### config.mk
export PLATFORM = sky130hd
export DESIGN_NAME = fdd_dma_controller
export DESIGN_NICKNAME = d
export VERILOG_FILES = /design/src/rtl/fdd_dma_controller.sv
export SDC_FILE = /design/constraint.sdc
export NUM_CORES = 1
export LEC_CHECK = 0
export BUFFER_PORTS_ARGS = -buffer_cell sky130_fd_sc_hd__buf_2
export CAP_MARGIN = 15
export CORE_UTILIZATION = 45
export CTS_CLUSTER_DIAMETER = 50
export DETAILED_ROUTE_END_ITERATION = 8
export PLACE_DENSITY = 0.71
export SLEW_MARGIN = 20
export SYNTH_ARGS = -nofsm -noshare
export SYNTH_HDL_FRONTEND = slang
export SYNTH_SLANG_ARGS = --single-unit
export TNS_END_PERCENT = 20
### constraint.sdc
create_clock -name clock -period 2.7 [get_ports clock]
set_input_delay 0.27 -clock clock [delete_from_list [all_inputs] [get_ports clock]]
set_output_delay 0.27 -clock clock [all_outputs]
set_load 0.05 [all_outputs]
### src/rtl/fdd_dma_controller.sv
// Single-channel 8237-subset DMA controller with page register for the floppy channel.
// One byte moves per bus grant: IDLE -> REQ -> S1 -> S2 (STROBE_CYCLES) -> S3 -> REL.
module fdd_dma_controller #(
    parameter int unsigned STROBE_CYCLES = 2,
    parameter logic [1:0]  DMA_CHANNEL   = 2'd2
) (
    input  logic        clock,
    input  logic        reset,
    input  logic        dma_chip_select_n,
    input  logic        dma_page_chip_select_n,
    input  logic [3:0]  address,
    input  logic        io_read_n,
    input  logic        io_write_n,
    input  logic [7:0]  data_bus_in,
    output logic [7:0]  data_bus_out,
    input  logic        dma_req,
    output logic        dma_ack,
    output logic        dma_tc,
    input  logic [7:0]  fdd_readdata,
    output logic [7:0]  fdd_writedata,
    output logic        hold_request,
    input  logic        hold_acknowledge,
    output logic [19:0] mem_address,
    output logic        mem_read_n,
    output logic        mem_write_n,
    input  logic [7:0]  mem_data_in,
    output logic [7:0]  mem_data_out
);

    typedef enum logic [2:0] {IDLE, REQ, S1, S2, S3, REL} state_t;

    localparam int unsigned CW = (STROBE_CYCLES > 1) ? $clog2(STROBE_CYCLES) : 1;

    state_t        state, state_next;
    logic [CW-1:0] strobe_cnt;
    logic          strobe_last;
    logic [15:0]   base_addr, cur_addr, base_count, cur_count;
    logic [3:0]    page;
    logic          mask, flip_flop, autoinit, decrement;
    logic [1:0]    xfer_type;
    logic          io_write_n_q, io_read_n_q;
    logic          write_pulse, read_pulse, dma_sel, page_sel;
    logic [19:0]   xfer_addr;
    logic [7:0]    fdd_wdata_q, rdata_q;
    logic          tc_now;

    assign dma_sel     = !dma_chip_select_n;
    assign page_sel    = !dma_page_chip_select_n;
    assign write_pulse = !io_write_n && io_write_n_q;
    assign read_pulse  = !io_read_n && io_read_n_q;
    assign strobe_last = (strobe_cnt == CW'(STROBE_CYCLES - 1));
    // Terminal count is judged on the pre-decrement count while in S3.
    assign tc_now      = (state == S3) && (cur_count == '0);

    assign mem_address   = xfer_addr;
    assign fdd_writedata = fdd_wdata_q;
    assign data_bus_out  = rdata_q;

    always_ff @(posedge clock) begin
        if (reset) state <= IDLE;
        else       state <= state_next;
    end

    always_comb begin
        state_next = state;
        case (state)
            IDLE:    if (dma_req && !mask) state_next = REQ;
            REQ:     if (hold_acknowledge) state_next = S1;
            S1:      state_next = S2;
            S2:      if (strobe_last) state_next = S3;
            S3:      state_next = REL;
            REL:     state_next = IDLE;
            default: state_next = IDLE;
        endcase
    end

    always_comb begin
        hold_request = 1'b0;
        dma_ack      = 1'b0;
        mem_read_n   = 1'b1;
        mem_write_n  = 1'b1;
        mem_data_out = '0;
        case (state)
            REQ: hold_request = 1'b1;
            S1, S3: begin
                hold_request = 1'b1;
                dma_ack      = 1'b1;
            end
            S2: begin
                hold_request = 1'b1;
                dma_ack      = 1'b1;
                if (xfer_type == 2'b01) begin
                    mem_write_n  = 1'b0;
                    mem_data_out = fdd_readdata;
                end else if (xfer_type == 2'b10) begin
                    mem_read_n = 1'b0;
                end
            end
            default: ;
        endcase
        dma_tc = tc_now;
    end

    always_ff @(posedge clock) begin
        if (reset || state != S2) strobe_cnt <= '0;
        else                      strobe_cnt <= strobe_cnt + 1'b1;
    end

    // Register writes come after the S3 update so a CPU write in the same cycle wins.
    always_ff @(posedge clock) begin
        if (reset) begin
            base_addr    <= '0;
            cur_addr     <= '0;
            base_count   <= '0;
            cur_count    <= '0;
            page         <= '0;
            mask         <= 1'b1;
            flip_flop    <= 1'b0;
            autoinit     <= 1'b0;
            decrement    <= 1'b0;
            xfer_type    <= '0;
            io_write_n_q <= 1'b1;
            io_read_n_q  <= 1'b1;
            xfer_addr    <= '0;
            fdd_wdata_q  <= '0;
            rdata_q      <= '0;
        end else begin
            io_write_n_q <= io_write_n;
            io_read_n_q  <= io_read_n;

            if (state == REQ && hold_acknowledge) xfer_addr <= {page, cur_addr};
            if (state == S2 && strobe_last && xfer_type == 2'b10) fdd_wdata_q <= mem_data_in;

            if (state == S3) begin
                cur_addr  <= decrement ? cur_addr - 16'd1 : cur_addr + 16'd1;
                cur_count <= cur_count - 16'd1;
                if (tc_now) begin
                    if (autoinit) begin
                        cur_addr  <= base_addr;
                        cur_count <= base_count;
                    end else begin
                        mask <= 1'b1;
                    end
                end
            end

            if (write_pulse && dma_sel) begin
                case (address)
                    4'h4: begin
                        if (flip_flop) begin
                            base_addr[15:8] <= data_bus_in;
                            cur_addr[15:8]  <= data_bus_in;
                        end else begin
                            base_addr[7:0] <= data_bus_in;
                            cur_addr[7:0]  <= data_bus_in;
                        end
                        flip_flop <= !flip_flop;
                    end
                    4'h5: begin
                        if (flip_flop) begin
                            base_count[15:8] <= data_bus_in;
                            cur_count[15:8]  <= data_bus_in;
                        end else begin
                            base_count[7:0] <= data_bus_in;
                            cur_count[7:0]  <= data_bus_in;
                        end
                        flip_flop <= !flip_flop;
                    end
                    4'hA: if (data_bus_in[1:0] == DMA_CHANNEL) mask <= data_bus_in[2];
                    4'hB: begin
                        if (data_bus_in[1:0] == DMA_CHANNEL) begin
                            xfer_type <= data_bus_in[3:2];
                            autoinit  <= data_bus_in[4];
                            decrement <= data_bus_in[5];
                        end
                    end
                    4'hC: flip_flop <= 1'b0;
                    4'hD: begin
                        mask      <= 1'b1;
                        flip_flop <= 1'b0;
                    end
                    default: ;
                endcase
            end else if (write_pulse && page_sel && address == 4'h1) begin
                page <= data_bus_in[3:0];
            end

            if (read_pulse && dma_sel) begin
                case (address)
                    4'h4: begin
                        rdata_q   <= flip_flop ? cur_addr[15:8] : cur_addr[7:0];
                        flip_flop <= !flip_flop;
                    end
                    4'h5: begin
                        rdata_q   <= flip_flop ? cur_count[15:8] : cur_count[7:0];
                        flip_flop <= !flip_flop;
                    end
                    default: rdata_q <= '0;
                endcase
            end else if (read_pulse && page_sel) begin
                rdata_q <= (address == 4'h1) ? {4'b0000, page} : '0;
            end
        end
    end

endmodule

==> results of run 1 <==
[cell usage after synthesis (6+ instances only)]
| library cell | instances |
|---|---|
| a211oi_1 | 7 |
| a21o_1 | 12 |
| a21oi_1 | 106 |
| a221oi_1 | 12 |
| a22oi_1 | 8 |
| a31oi_1 | 7 |
| and2_1 | 11 |
| buf_2 | 6 |
| clkbuf_1 | 32 |
| dfxtp_1 | 116 |
| ha_1 | 16 |
| inv_1 | 12 |
| mux2i_1 | 21 |
| nand2_1 | 132 |
| nand3_1 | 11 |
| nor2_1 | 73 |
| nor3_1 | 24 |
| o21ai_0 | 22 |
| o221ai_1 | 11 |
| or2_2 | 8 |
| or3_1 | 6 |
| xnor2_1 | 6 |
[through the flow]
step | std cells | hold slack, ns | power, W | setup slack, ns
2_1_floorplan | 762 | 0.377 | 0.00187 | 0.372
3_3_place_gp | 1005 | 0.440 | 0.00194 | 0.327
4_1_cts | 1037 | 0.0338 | 0.00421 | 0.252
5_1_grt | 1037 | 0.0484 | 0.00431 | 0.0983
6_report | 1037 | 0.0476 | 0.00419 | 0.272
3_5_place_dp | 1005 | 0.445 | 0.00195 | 0.261
[worst max path at each step]
stage	from	to	slack, ns
finish	state[1]$_SDFFE_PP0P_	mem_data_out[1]	0.27
global route	decrement$_SDFFE_PP0P_	cur_addr[15]$_SDFF_PP0_	0.1
CTS	decrement$_SDFFE_PP0P_	cur_addr[15]$_SDFF_PP0_	0.25
detailed placement	decrement$_SDFFE_PP0P_	cur_addr[15]$_SDFF_PP0_	0.26
global placement	decrement$_SDFFE_PP0P_	cur_addr[15]$_SDFF_PP0_	0.33
floorplan	decrement$_SDFFE_PP0P_	cur_addr[15]$_SDFF_PP0_	0.37
[state kept, by name, summed over array words and instances (netlist names)]
name           cells
mem_address       20
base_addr         16
base_count        16
cur_addr          16
cur_count         16
data_bus_out       8
fdd_writedata      8
page               4
state              3
xfer_type          2
autoinit           1
decrement          1
flip_flop          1
io_read_n_q        1
io_write_n_q       1
mask               1
strobe_cnt         1
[layout by cell type, fill, tap and decap left out, types with 5 or more instances in the layout]
master / instances
a211oi_1: 7
a21o_1: 12
a21oi_1: 106
a221oi_1: 12
a22oi_1: 8
a2bb2oi_1: 5
a31oi_1: 6
and2_1: 11
and3_1: 5
buf_2: 83
buf_4: 29
clkbuf_16: 17
dfxtp_1: 116
ha_1: 16
inv_1: 12
mux2i_1: 21
nand2_1: 132
nand3_1: 11
nor2_1: 73
nor2b_1: 5
nor3_1: 23
o21a_1: 5
o21ai_0: 22
o221ai_1: 11
or2_2: 8
or3_1: 6
xnor2_1: 6
[cell type report]
class | instances | area, µm²
well taps | 176 | 220
inverters | 12 | 45.0
fillers | 1208 | 5860
multi-input cells | 589 | 3520
clock inverters | 9 | 128
flip-flops and latches | 116 | 2320
repair buffers | 112 | 633
clock buffers | 23 | 468
[worst max-delay path, stage by stage, from the launching register on]
cell and delay (ns):
dfxtp_1 0.55, nand2_1 0.11, or2_2 0.31, nor3b_1 0.21, buf_4 0.18, and2_1 0.12
buf_2 0.25
[per-layer routing]
metal / part of all wire (%) / vias to the layer above
li1: - / 2936
met1: 46 / 2809
met2: 44 / 220
met3: 6.7 / 40
met4: 2.8 / 0
met5: 0 / -
[cells by family (layout without fill, tap and decap cells)]
| kind of cell | count (synthesis) | after routing | share of synthesized area (%) |
|---|---|---|---|
| xor gates and xnor gates | 9 | 9 | 1.30 |
| DFF | 116 | 116 | 38.2 |
| and+or+nand+nor | 308 | 308 | 23.6 |
| AOI/OAI and AO/OA | 230 | 230 | 24.1 |
| muxes | 25 | 25 | 4.94 |
| buffers and inverters | 57 | 156 | 4.14 |
| adders and majority gates | 17 | 17 | 3.63 |
[power by group]
| part | leakage (nW) | total [W] | internal (W) | switching, W |
|---|---|---|---|---|
| combinational | 1.86 | 0.000183 | 0.0000572 | 0.000126 |
| clock | 0.283 | 0.00227 | 0.00149 | 0.000782 |
| sequential | 0.936 | 0.00173 | 0.00172 | 0.00000704 |
==> impl_metrics.toml, run 1 <==
[outcome]
status = "finished, final reports clean"

[global_routing]
grt_max_degree = 52
use_met1_pct = 35.2
gr-usage-met3_pct = 5.12
grtUsageTotal_pct = 26.1
grt.busiest_layer = "met2"
gr-usage-met2_pct = 40.2
grt_pass1_vias = 5441
grt_pass1_wl_um = 28500
grt.overflow.total = 0
antenna_found_initial = 0

[timing]
slew_headroom_pct = 49.2
setup_viol = 0
period_share_pct = 89.9
fin_tns_setup_ns = 0
final_max_slew_viol_count = 0
fmax_mhz = 412
period_needed_ns = 2.43
rsz0062_at_grt = "no"
tightest_slew_ns = 0.753
fin_worst_skew_ns = 0.00820
final_hold_viol_count = 0

[synthesis]
ys_top_cells_by_area = "dfxtp_1, a21oi_1, nand2_1"
yosys_warnings = 0
synth_top_area_share_pct = 38.2
syn_inst = 762
syn_avg_cell_area_um2 = 7.97
synth_top_cell_by_area = "dfxtp_1"
async_flop_share_pct = 0
ys_seq_area_share_pct = 38.2
synth_edf_count = 0
ys_ff_latch = 116
yosysUniqueCellTypes = 66
synthFlopType = "dfxtp_1"
synthesis.area_um2 = 6070
synthesis.nets = 815

[die]
die_area_um2 = 14000
design.core.area_um2 = 13200
die_h_um = 118
num_io_pins = 85
rows = 42
initial_core_util_pct = 46.0
fp.dieW_um = 118

[critical_path]
reg2reg_slack_ns = 0.29
worst_r2r_path_depth = 7
r2r_end = "cur_addr[15]$_SDFF_PP0_"
reg2reg_from = "decrement$_SDFFE_PP0P_"
critPathLaunchType = "register"
critical_path_class = "register to primary output"
critPathArrivalTime_ns = 2.16
cp.required_ns = 2.43
end_kind = "primary output"
crit_fanout = 9

[detailed_routing]
drc = 0
post_drt_wl_per_cell_um = 16.9
vias_per_cell = 5.79
vias = 6005
drtAntennaViolNets = 0
dr.pass1.iters = 5
drtIter0Drc = 557
wl_um = 17500

[cells_and_area]
num_antenna_cells = 0
area_delta_synth_final_pct = 20.7
finalInstanceArea_um2 = 7330
final_nets = 901
drive_above_1_share_pct = 19.2
final_core_util_pct = 55.6

[min_path]
holdCritStartpoint = "io_read_n"
hold_end = "io_read_n_q$_SDFF_PP1_"
holdPathStages = 2
hp-class = "input pin to register"

[clocking]
postCtsResizedCells = 0
cts_tree = "done"
clk_pin_slew_worst_paths_ns = 0.06
clkSinkCount = 116
cts_made_buffers = 17
clk_latency_ns = 0.42
clockBufferDepth = 2
root_buffer = "clkbuf_16"
hold_buffers = 0
htree_levels = 4
post-cts-setup-buffers = 0

[power]
power.density_nw_per_um2 = 571
irDropWorstVdd_uv = 418
p_leak_nw = 3.08

[placed_design]
gp_congestion = 0.911
post_dp_cell_area_um2 = 6730
post-dp-hpwl_um = 12500
port_buffers = 84

[job]
cap_violations = 0
Power figures use the tool's default switching activity.
==> run 2: changes to the inputs <==
- CORE_ASPECT_RATIO: not set -> 0.9
- MAX_ROUTING_LAYER: not set -> met4
- clock period: 2.7 -> 2.9 ns (I/O delays scaled with it)
==> run 2 against run 1 <==
  * Cell area fell by 0.75%
  * Clock skew decreased by 0.00087 ns
  * Via count shrank 0.22%
  * Utilization is 0.69 points higher
  * Critical path type is now register to register
  * Global-route usage grew 1.6 points
==> impl_metrics.toml, run 2 (synthesis gave the netlist of run 1 again) <==
[placed_design]
port_buffers = 84
post-dp-hpwl_um = 12700
gp_congestion = 0.917
pre_cts_ws_ns = 0.235

[die]
die_area_um2 = 14000
die_h_um = 112
fp.dieW_um = 124
num_io_pins = 85
initial_core_util_pct = 47.0
design.core.area_um2 = 12900
rows = 39

[timing]
period_share_pct = 94.5
slew_headroom_pct = 36.3
tightest_slew_ns = 0.953
fin_ws_ns = 0.160
fin_worst_skew_ns = 0.00733
final_max_slew_viol_count = 0
fin_tns_setup_ns = 0
setup_viol = 0
period_needed_ns = 2.74
fmax_mhz = 365
rsz0062_at_grt = "no"
final_hold_viol_count = 0

[clocking]
clk_pin_slew_worst_paths_ns = 0.06
post-cts-setup-buffers = 0
cts_tree = "done"
cts_made_buffers = 17
htree_levels = 4
hold_buffers = 0
postCtsResizedCells = 0
clk_latency_ns = 0.42
clockBufferDepth = 2
root_buffer = "clkbuf_16"
clkSinkCount = 116

[detailed_routing]
wl_um = 18600
dr.pass1.iters = 6
drc = 0
drtIter0Drc = 493
vias = 5992
vias_per_cell = 5.90
drtAntennaViolNets = 0
post_drt_wl_per_cell_um = 18.3

[cells_and_area]
largest_register_ffs = 20
drive_above_1_share_pct = 18.7
final_nets = 892
final_core_util_pct = 56.3
multi_input_comb_area_um2 = 3510
ff_latch_area_um2 = 2320
area_delta_synth_final_pct = 19.8
num_antenna_cells = 0
num-fill-cells = 1219
final_common_cell = "nand2_1"
final_cell_mix = "nand2_1, dfxtp_1, a21oi_1, buf_2, nor2_1"

[global_routing]
antenna_found_initial = 0
grt_max_degree = 67
grt_pass1_wl_um = 29300
grt.overflow.total = 0
grtUsageTotal_pct = 27.7
grt_pass1_vias = 5479

[job]
cap_violations = 0

[power]
p_leak_nw = 3.05
p_seq_share_pct = 40.1
comb_power_share_pct = 4.2
irDropWorstVdd_uv = 427
p_clk_share_pct = 55.7
p_switching_w = 0.000920
sw_frac_of_total_pct = 22.9
p_int_w = 0.00310
power.density_nw_per_um2 = 552

[critical_path]
end_kind = "register"
critical_path_class = "register to register"
critPathLaunchType = "register"
cp.required_ns = 3.24
critPathArrivalTime_ns = 3.08
cp-startpoint = "decrement$_SDFFE_PP0P_"
crit_fanout = 15
worst_r2r_path_depth = 7
reg2reg_from = "decrement$_SDFFE_PP0P_"

[outcome]
status = "finished, final reports clean"

[min_path]
hp-class = "input pin to register"
holdCritStartpoint = "io_read_n"
holdPathStages = 2
-- run 2: final timing paths --
check	end	slack [ns]
setup / recovery	cur_addr[15]$_SDFF_PP0_	0.16
setup reg to reg	cur_addr[15]$_SDFF_PP0_	0.16
hold / removal	io_read_n_q$_SDFF_PP1_	0.07
hold reg to reg	mem_address[5]$_SDFFE_PP0P_	0.45
-- run 2: per-stage QoR --
step	hold slack, ns	std cells	power, W	area [µm²]
3_3_place_gp	0.439	984	0.00181	6650
2_1_floorplan	0.397	762	0.00174	6070
6_report	0.0676	1016	0.00402	7280
5_1_grt	0.0620	1016	0.00413	7280
3_5_place_dp	0.443	984	0.00181	6650
4_1_cts	0.0551	1016	0.00403	7280
-- run 2: layout make-up --
type | instances | share of cell area [%]
multi-input combinational | 589 | 48.2
sequential | 116 | 31.9
timing repair buffer | 103 | 7.77
clock buffer | 21 | 6.60
tap | 164 | 2.82
clock inverter | 11 | 2.05
inverter | 12 | 0.619
-- run 2: power groups by stage --
| stage | clock network, W | registers, W | logic [W] |
|---|---|---|---|
| 5_1_grt | 0.00233 | 0.00161 | 0.000182 |
| 2_1_floorplan | 0 | 0.00166 | 0.0000844 |
| 4_1_cts | 0.00225 | 0.00161 | 0.000167 |
| 3_3_place_gp | 0 | 0.00164 | 0.000166 |
| 6_report | 0.00224 | 0.00161 | 0.000171 |
| 3_5_place_dp | 0 | 0.00164 | 0.000167 |
-- run 2: worst max-delay path, stage by stage, from the launching register on --
cell      delay (ns)
dfxtp_1         0.71
ha_1            0.41
a41oi_1         0.23
o21ai_0         0.19
a31oi_1         0.46
o21ai_0         0.22
a21o_1          0.21
a211oi_1        0.21
-- run 2: routing by layer --
metal	part of all wire, %	track usage [%]	wire length (µm)
met5	0	-	0
met4	2.1	10.6	393
met3	9.0	6.58	1670
met2	44	39.6	8230
met1	45	37.8	8320
==> run 3: changes to the inputs <==
- CORE_UTILIZATION: 45 -> 53
- PLACE_DENSITY: 0.71 -> 0.81
==> run 3 against run 2 <==
  * Die area is 15% lower
  * Worst hold slack better by 0.0021 ns
  * Register-to-register slack better by 0.15 ns
  * Fmax is 0.63% higher
  * Routed wire length hardly changed
  * Global-route usage is 5.2 points higher
  * Total power is 3.1% higher
  * Sequential power hardly changed
  * Via count is 2.9% higher
  * Setup slack better by 0.017 ns
  * First-iteration DRC count is 30% higher
  * Critical path type is now register to primary output
  * Critical endpoint is now mem_data_out[5]
  * Largest cell class unchanged
==> impl_metrics.toml, run 3 (synthesis gave the netlist of run 1 again) <==
[critical_path]
reg2reg_slack_ns = 0.31
crit_fanout = 9
critical_path_class = "register to primary output"
critPathLaunchType = "register"
cp.required_ns = 2.61
r2r_end = "cur_addr[9]$_SDFF_PP0_"
end_kind = "primary output"
reg2reg_from = "decrement$_SDFFE_PP0P_"
critPathArrivalTime_ns = 2.43
worst_r2r_path_depth = 8

[detailed_routing]
post_drt_wl_per_cell_um = 18.6
drtAntennaViolNets = 0
dr_wl_met2_um = 8880
wl_met1_um = 7440
dr.pass1.iters = 6
wl_um = 18600
drtIter0Drc = 642
highest_layer = "met4"
drc = 0
vias_per_cell = 6.15
wl_met3_um = 1880
vias = 6164

[placed_design]
port_buffers = 84
gp_congestion = 0.973
post-dp-hpwl_um = 13000

[min_path]
holdPathStages = 2
holdCritStartpoint = "io_read_n"
hp-class = "input pin to register"
hold_end = "io_read_n_q$_SDFF_PP1_"

[clocking]
clockBufferDepth = 2
cts_tree = "done"
clkSinkCount = 116
cts_made_buffers = 17
post-cts-setup-buffers = 0
postCtsResizedCells = 0
clk_latency_ns = 0.41
clk_pin_slew_worst_paths_ns = 0.06
htree_levels = 4
root_buffer = "clkbuf_16"
hold_buffers = 0

[global_routing]
grt_pass1_wl_um = 29600
grt_max_degree = 46
grtUsageTotal_pct = 32.9
grt_pass1_vias = 5895
antenna_found_initial = 0
grt.overflow.total = 0

[timing]
hold_ws_ns = 0.0697
period_needed_ns = 2.72
tightest_slew_ns = 0.743
setup_viol = 0
fin_worst_skew_ns = 0.00682
final_hold_viol_count = 0
slew_headroom_pct = 50.3
period_share_pct = 93.9
fmax_mhz = 367
fin_tns_setup_ns = 0
final_max_slew_viol_count = 0
rsz0062_at_grt = "no"

[die]
initial_core_util_pct = 55.3
die_h_um = 104
fp.dieW_um = 115
die_area_um2 = 11900
design.core.area_um2 = 11000
num_io_pins = 85
rows = 36

[job]
cap_violations = 0

[cells_and_area]
final_common_cell = "nand2_1"
num_antenna_cells = 0
final_core_util_pct = 66.3
final_nets = 890
area_delta_synth_final_pct = 20.0
final_cell_mix = "nand2_1, dfxtp_1, a21oi_1, buf_2, nor2_1"
largest_register_ffs = 20
drive_above_1_share_pct = 18.5

[power]
irDropWorstVdd_uv = 409
power.density_nw_per_um2 = 569
p_leak_nw = 3.06

[outcome]
status = "finished, final reports clean"
run 3: power by group:
group	leakage, nW	internal (W)	total (W)	switching [W]
Sequential	0.936	0.00160	0.00161	0.00000867
Clock	0.315	0.00156	0.00236	0.000801
Combinational	1.81	0.0000545	0.000172	0.000117
run 3: final cells by class:
cell class	count	area (µm²)
repair buffers	101	563
inverters	12	45.0
multi-input cells	589	3500
clock inverters	14	224
flip-flops and latches	116	2320
well taps	152	190
fillers	949	3700
clock buffers	18	439
run 3: critical path, stage by stage (launching register included):
cell     delay, ns
dfxtp_1       0.53
nand2_1       0.12
or2_2         0.30
nor3b_1       0.57
and2_1        0.22
buf_2         0.27
run 3: worst max path at each step:
stage                                       from                 endpoint  slack, ns
final                      state[1]$_SDFFE_PP0P_          mem_data_out[5]       0.18
after global routing      decrement$_SDFFE_PP0P_   cur_addr[9]$_SDFF_PP0_       0.03
after CTS                  state[1]$_SDFFE_PP0P_          mem_data_out[5]       0.17
after detailed placement  decrement$_SDFFE_PP0P_  cur_addr[15]$_SDFF_PP0_       0.39
after global placement    decrement$_SDFFE_PP0P_   cur_addr[9]$_SDFF_PP0_       0.54
after floorplan           decrement$_SDFFE_PP0P_  cur_addr[15]$_SDFF_PP0_       0.57
run 3: stage by stage:
stage / total power [W] / instance area (µm²) / std cells / setup slack, ns
2_1_floorplan: 0.00174 / 6070 / 762 / 0.572
3_3_place_gp: 0.00181 / 6630 / 970 / 0.542
3_5_place_dp: 0.00181 / 6630 / 970 / 0.390
4_1_cts: 0.00415 / 7290 / 1002 / 0.174
5_1_grt: 0.00425 / 7290 / 1002 / 0.0258
6_report: 0.00414 / 7290 / 1002 / 0.177
run 3: routing by layer:
layer,up-vias,track usage [%]
li1,2908,-
met1,2871,41.8
met2,349,52.6
met3,36,6.73
met4,0,10.0
met5,-,-
